===== src/rtl/rank_pkg.sv =====
// Shared state encoding and rank helpers for rank_filter and its bench.
package rank_pkg;

  typedef enum logic [1:0] {IDLE, LOAD, RUN, DONE} rank_state_t;

  // Cycles from frame start to result strobe for a frame of n samples at rank k.
  function automatic int unsigned rank_latency(int unsigned n, int unsigned k);
    return (k + 1) * n - 1;
  endfunction

  function automatic int unsigned rank_clamp(int unsigned rank, int unsigned n);
    return (rank >= n) ? n - 1 : rank;
  endfunction

endpackage


===== src/rtl/rank_cas.sv =====
// Combinational unsigned compare-and-swap: hi gets the larger input, lo the smaller.
module rank_cas #(
  parameter int unsigned WIDTH = 8
) (
  input  logic [WIDTH-1:0] a,
  input  logic [WIDTH-1:0] b,
  output logic [WIDTH-1:0] hi,
  output logic [WIDTH-1:0] lo
);

  always_comb begin
    if (a > b) begin
      hi = a;
      lo = b;
    end else begin
      hi = b;
      lo = a;
    end
  end

endmodule


===== src/rtl/rank_filter.sv =====
// Rank-order filter: loads N samples into a shift chain and extracts the sample of
// run-time rank RANK (0 = max) with repeated max-finding passes over one shared CAS.
module rank_filter
  import rank_pkg::*;
#(
  parameter  int unsigned WIDTH = 8,
  parameter  int unsigned N     = 9,
  localparam int unsigned RW    = $clog2(N)
) (
  input  logic             CLK,
  input  logic             nRST,
  input  logic [WIDTH-1:0] DI,
  input  logic             DSI,
  input  logic [RW-1:0]    RANK,
  output logic [WIDTH-1:0] DO,
  output logic             DSO,
  output logic             BUSY
);

  rank_state_t      state_q;
  logic [WIDTH-1:0] r_q [N];
  logic [RW-1:0]    k_q;
  logic [RW-1:0]    pass_q;
  logic [RW-1:0]    step_q;
  logic [RW-1:0]    k_d;
  logic [WIDTH-1:0] do_q;
  logic             dso_q;
  logic             busy_q;
  logic [WIDTH-1:0] cas_hi;
  logic [WIDTH-1:0] cas_lo;
  logic             drop_step;
  logic             last_cmp;

  assign k_d = RW'(rank_clamp(32'(RANK), N));

  // Steps 0..N-2 of a pass are compares; step N-1 is the drop before the next pass.
  assign drop_step = (step_q == RW'(N - 1));
  assign last_cmp  = (step_q == RW'(N - 2)) && (pass_q == k_q);

  rank_cas #(
    .WIDTH(WIDTH)
  ) u_cas (
    .a (r_q[N-2]),
    .b (r_q[N-1]),
    .hi(cas_hi),
    .lo(cas_lo)
  );

  always_ff @(posedge CLK or negedge nRST) begin
    if (!nRST) begin
      state_q <= IDLE;
      for (int unsigned i = 0; i < N; i++) r_q[i] <= '0;
      k_q     <= '0;
      pass_q  <= '0;
      step_q  <= '0;
      do_q    <= '0;
      dso_q   <= 1'b0;
      busy_q  <= 1'b0;
    end else begin
      dso_q <= 1'b0;
      unique case (state_q)
        IDLE, LOAD, DONE: begin
          if (DSI) begin
            for (int unsigned i = 1; i < N; i++) r_q[i] <= r_q[i-1];
            r_q[0]  <= DI;
            state_q <= LOAD;
          end else if (state_q == LOAD) begin
            k_q     <= k_d;
            pass_q  <= '0;
            step_q  <= '0;
            busy_q  <= 1'b1;
            state_q <= RUN;
          end else begin
            state_q <= IDLE;
          end
        end
        RUN: begin
          if (DSI) begin
            for (int unsigned i = 1; i < N; i++) r_q[i] <= r_q[i-1];
            r_q[0]  <= DI;
            busy_q  <= 1'b0;
            state_q <= LOAD;
          end else if (drop_step) begin
            // Drop discards the current maximum by shifting a zero in at the head.
            for (int unsigned i = 1; i < N; i++) r_q[i] <= r_q[i-1];
            r_q[0] <= '0;
            step_q <= '0;
            pass_q <= pass_q + 1'b1;
          end else begin
            for (int unsigned i = 1; i < N - 1; i++) r_q[i] <= r_q[i-1];
            r_q[N-1] <= cas_hi;
            r_q[0]   <= cas_lo;
            if (last_cmp) begin
              do_q    <= cas_hi;
              dso_q   <= 1'b1;
              busy_q  <= 1'b0;
              state_q <= DONE;
            end else begin
              step_q <= step_q + 1'b1;
            end
          end
        end
      endcase
    end
  end

  assign DO   = do_q;
  assign DSO  = dso_q;
  assign BUSY = busy_q;

endmodule


===== config.mk =====
export PLATFORM = sky130hd
export DESIGN_NAME = rank_filter
export DESIGN_NICKNAME = d
export VERILOG_FILES = /design/src/rtl/rank_pkg.sv /design/src/rtl/rank_cas.sv /design/src/rtl/rank_filter.sv
export SDC_FILE = /design/constraint.sdc
export NUM_CORES = 1
export LEC_CHECK = 0
export ABC_CLOCK_PERIOD_IN_PS = 2140
export BUFFER_PORTS_ARGS = -buffer_cell sky130_fd_sc_hd__buf_4
export CAP_MARGIN = 0
export CORE_ASPECT_RATIO = 0.6
export CORE_MARGIN = 3
export CORE_UTILIZATION = 45
export CTS_CLUSTER_SIZE = 14
export DETAILED_ROUTE_END_ITERATION = 16
export PLACE_DENSITY = 0.73
export RECOVER_POWER = 25
export SYNTH_ARGS = -nofsm -noshare
export SYNTH_HDL_FRONTEND = slang
export SYNTH_SLANG_ARGS = --single-unit

===== constraint.sdc =====
create_clock -name CLK -period 2.14 [get_ports CLK]
set_clock_uncertainty 0.15 [all_clocks]
set_input_delay 0.107 -clock CLK [delete_from_list [all_inputs] [get_ports CLK]]
set_output_delay 0.107 -clock CLK [all_outputs]
set_load 0.05 [all_outputs]

# Word level (Yosys, flattened, before mapping)
# Index checks and enable logic that the tools add are counted.
[classes] add_sub_neg=2 n_mul=0 div_mod_pow=0 order_cmp=2 eq_ne=14 shift=0 muxes=32 bitwise_logic=2 n_reduce_logical=9
[op_table] operator="two-way mux 72 bit" n=3
[op_table] operator="case mux 72 bit (2 select lines)" n=1
[op_table] operator="two-way mux 4 bit" n=8
[op_table] operator="two-way mux 8 bit" n=2
[op_table] operator="case mux 4 bit (2 select lines)" n=2
[op_table] operator="AND reduction 4 bit" n=4
[op_table] operator="two-way mux 2 bit" n=5
[op_table] operator="inequality test 2 bit (second input constant)" n=5
[op_table] operator="two-way mux 1 bit" n=9
[op_table] operator="inequality test 3 bit (second input constant)" n=3
[op_table] operator="adder 4 x 1 -> 4 bit (second input constant)" n=2
[op_table] operator="> comparator 8 bit" n=1
[op_table] operator="== test 2 bit (second input constant)" n=2
[op_table] operator="== test 4 x 3 -> 1 bit (second input constant)" n=1
[op_table] operator="== test 4 bit" n=1
[op_table] operator="== test 4 bit (second input constant)" n=1
[op_table] operator=">= comparator 4 bit (second input constant)" n=1
[op_table] operator="case mux 2 bit (2 select lines)" n=1
[op_table] operator="AND reduction 3 bit" n=1
[op_table] operator="OR reduction 3 bit" n=1
[op_table] operator="== test 2 x 1 -> 1 bit (second input constant)" n=1
[op_table] operator="zero test 2 bit" n=1
[op_table] operator="NOT 1 bit" n=2
[op_table] operator="case mux 1 bit (2 select lines)" n=1
[op_table] operator="2 further kinds" n=2
[totals] regBits=96 latch_bits=0 mem_bits_rw=0 rom_bits=0 inputBits=15 output_inout_bits=10 elab_cells=77 n_memories=0

# Logic depth before layout (Yosys ltp)
[depth] word_depth=6 mapped_depth=8 mapped_depth_nobuf=7

# By module
# A second synthesis with hierarchy kept.
[hier_totals] cells_unflattened=478 hier_area_um2=4499.3
[modules_own_cells] module="rank_filter" instances=1 cells_each=434 area_each_um2=4022.6 seq_area_each_um2=2402.3
[modules_own_cells] module="rank_cas" instances=1 cells_each=44 area_each_um2=476.7 seq_area_each_um2=0.0

# Least setup slack after synthesis
# No wires, ideal clock.
[synth_timing] path_type="register -> register" start="reg r_q[15] in the netlist's numbering" end="reg r_q[0] in the netlist's numbering" setup_ns=0.125 arrival_ns=1.816 required_ns=1.865 path_slack_ns=0.049 stages_incl_launch_ff=7 n_path_buf=0 synth_period_minus_slack_ns=2.091 path_cell_list="dfrtp_1 -> ha_1 -> nand4_1 -> and2b_2 -> o21ai_4 -> a31oi_4 -> mux2_2"
[synth_via] elab_chain_cells=5
[synth_rtl] item="start: declaration" line_no="rank_filter.sv:21" text="logic [WIDTH-1:0] r_q [N];"
[synth_rtl] item="start signal: indexed assignment" line_no="rank_filter.sv:91" text="r_q[N-1] <= cas_hi;"
[synth_rtl] item="> comparator 8 bit" line_no="rank_cas.sv:12" text="if (a > b) begin"
[synth_rtl] item="two-way mux 8 bit" line_no="rank_cas.sv:12"
[synth_rtl] item="two-way mux 72 bit" line_no="rank_filter.sv:83" text="end else if (drop_step) begin"
[synth_rtl] item="two-way mux 72 bit" line_no="rank_filter.sv:78" text="if (DSI) begin"
[synth_rtl] item="case mux 72 bit (2 select lines)" line_no="rank_filter.sv:61" text="unique case (state_q)"
# Every way passes these cells.
# A chain may end at the register's enable or synchronous reset.

# Worst setup path in the final report
[layout_timing] start="reg r_q[1] in the netlist's numbering" end="reg r_q[65] in the netlist's numbering"
[layout_via] elab_chain_cells=5
[layout_rtl] item="> comparator 8 bit" line_no="rank_cas.sv:12"
[layout_rtl] item="two-way mux 8 bit *" line_no="rank_cas.sv:12"
[layout_rtl] item="two-way mux 72 bit *" line_no="rank_filter.sv:83"
[layout_rtl] item="two-way mux 72 bit *" line_no="rank_filter.sv:78"
[layout_rtl] item="case mux 72 bit (2 select lines) *" line_no="rank_filter.sv:61"
# Every way passes the cells marked *; elsewhere a longest branch is shown, timed or not.

==> reports/metrics.csv <==
metric,value,unit
status,"finished, violations left",
violations,setup timing,
timing_hold_violations_final,0,
r2r_start,r_q[1],
antenna_found_initial,0,
dieWidth,132.4,um
r2r_end,r_q[65],
syn_area,0.004310,mm2
ys_warn_count,0,
gp_congestion,0.8465,
crit_arrival,2.21,ns
timing.fmax,466.8,MHz
track_usage,0.1826,
netlist_instances,351,
drc,0,
crit_type,reg2reg,
rsz0062_at_grt,yes,
cts_buffers,9,
cts_tree,yes,
die_h,81.81,um
ios,25,
placed_cell_area,0.004830,mm2
htree_levels,3,
cp_slowest_cell,dfrtp_1,
vias_per_cell,5.534,
io_buffers,24,
period_needed,2.142,ns
rows,26,
syn_avg_cell_area,12.28,um2
initial_core_util,0.4836,
worst_slew_pin_slew,0.9159,ns
vias,3049,
total_power,0.006922,W
synthTopCellsByArea,"dfrtp_1 56%, mux2_2 17%, ha_1 3.8%",
path_cells,inv_2 > ha_4 > nor2b_2 > o211a_1 > o21a_2 > buf_4 > o211ai_1 > nand3_1,
place_inst,516,
slew_headroom,0.3894,
setup_tns,-0.002438,ns
crit_family,compound AO/OA/AOI/OAI gates,
first_iter_violations,168,
crit_buf_inv,2,
path_clk_slew,0.07,ns
wl_per_cell,17.24,um
yosysUniqueCellTypes,37,
ys_ff_latch,96,
synth_top_cell_by_area,dfrtp_1,
clkSinkCount,96,
drt_wl_total,9497,um
grt_pass1_vias,3085,
syn_to_final_growth,26.68,%
synth_nets,379,
fin_crit_sh,1.001,
worst_ep_required_time,2.21,ns
synth_top_area_share,0.5573,
clock_path_buffers,2,
p_per_area,1268,mW/mm2
setup_violations,1,
dieArea,0.01083,mm2
postRouteAntennaNets,0,
nets,448,
grt_pass1_wl,15440,um
ff2ff_path_depth,8,
critPathLaunchType,flop,
final_cells,551,
irDropWorstVdd,0.0006286,V
diodes,0,
slowest_delay,0.40,ns
drt_pass1_iterations,4,
drv_cap,0,
grt-ovfl-total,0,
hp-class,in2async,
finalMaxSlewViolations,0,
drive_gt1_frac,0.3812,
design_area,0.005460,mm2
core,0.008914,mm2
root_buffer,clkbuf_16,
dp_hpwl,6213,um
reg2reg_slack,-0.002,ns
insertion_delay,0.34,ns
power_leakage,2.496,nW
ys_seq_area_frac,0.5573,
crit_path_end_kind,flop,
grt_max_degree,39,
setup_ws,-0.002438,ns
crit_fanout,8,
-- cells in the final DEF, fill, tap and decap left out, types with 9 or more instances in the layout --
| cell | count |
|---|---|
| nand4_1 | 20 |
| buf_4 | 58 |
| inv_1 | 12 |
| clkbuf_16 | 9 |
| nand3_1 | 20 |
| dlygate4sd3_1 | 14 |
| dfrtp_1 | 96 |
| o211ai_1 | 16 |
| nand2_1 | 23 |
| mux2_2 | 56 |
| nor2_1 | 9 |
-- layer usage --
metal | track usage | up-vias | wire (um)
met5 | 0 | - | 0
met1 | 0.2433 | 1543 | 4644
met3 | 0.04651 | 15 | 395
met2 | 0.3011 | 85 | 4325
li1 | - | 1406 | -
met4 | 0.05290 | 0 | 132
-- how the worst max path moves through the flow --
stage	startpoint	endpoint	slack (ns)	depth (start not counted)
6_report	r_q[1]	r_q[65]	-0.002	8
5_1_grt	r_q[8]	r_q[65]	-0.03	8
4_1_cts	r_q[15]	r_q[5]	0.003	7
3_5_place_dp	r_q[7]	r_q[5]	-0.06	7
3_3_place_gp	r_q[7]	r_q[7]	-0.005	7
2_1_floorplan	r_q[15]	r_q[0]	0.05	6
-- state kept, by name, summed over array words and instances, names as in the netlist --
name,flops
BUSY,1
DO,8
DSO,1
k_q,4
pass_q,4
r_q,72
state_q,2
step_q,4
-- cell type report --
cell class              count  area (um2)
inverters                  14       52.55
clock buffers               9       225.2
flip-flops and latches     96        2402
multi-input cells         223        1886
fillers                   701        3453
repair buffers             76       619.3
clock inverters             7       117.6
well taps                 126       157.7
-- per-stage QoR --
| stage | utilization | hold WS (ns) | setup slack, ns |
|---|---|---|---|
| after CTS | 0.6002 | 0.1385 | 0.003064 |
| after global placement | 0.5418 | -0.05193 | -0.004687 |
| after floorplan | - | -0.3386 | 0.04910 |
| final | 0.6126 | 0.2936 | -0.002438 |
| after global routing | 0.6126 | 0.3558 | -0.03176 |
| after detailed placement | 0.5418 | -0.04769 | -0.05724 |
-- cell families after synthesis --
| group | after synthesis | share of synthesized area |
|---|---|---|
| multiplexers | 64 | 0.1672 |
| flip-flops | 96 | 0.5573 |
| adder cells (fa/ha/maj) | 13 | 0.03774 |
| buffers and inverters | 32 | 0.03164 |
| AND/OR/NAND/NOR | 90 | 0.1068 |
| AO/OA/AOI/OAI | 50 | 0.08709 |
| XOR/XNOR | 6 | 0.01219 |
-- repair_timing --
| action | in CTS | in global routing |
|---|---|---|
| hold buffers | 14 | 0 |
| setup buffers | 3 | 2 |
| gates cloned | 0 | 0 |
| endpoints found under the hold margin | 86 | 0 |
| pin swaps | 8 | 11 |
| resized for setup | 1 | 21 |
| setup endpoints to repair | 12 | 63 |
-- synth_stat cells (all sizes together) --
cell type	n
a211oi	1
a21boi	1
a21o	2
a21oi	5
a22oi	8
a31oi	1
and2	1
and2b	1
buf	13
clkbuf	5
dfrtp	96
ha	13
inv	14
mux2	64
nand2	23
nand2b	3
nand3	20
nand3b	1
nand4	20
nor2	11
nor2b	3
nor3	1
nor4	1
o211a	1
o211ai	16
o21a	2
o21ai	10
o21bai	1
o2bb2ai	1
o31ai	1
or2	2
or3	3
xnor2	4
xor2	2
-- power breakdown --
part	internal (W)	total, W	switching, W
sequential	0.00239	0.00273	0.000342
clock	0.00115	0.00184	0.000691
combinational	0.00118	0.00235	0.00118
No activity file was read; power rests on OpenSTA's default activity.
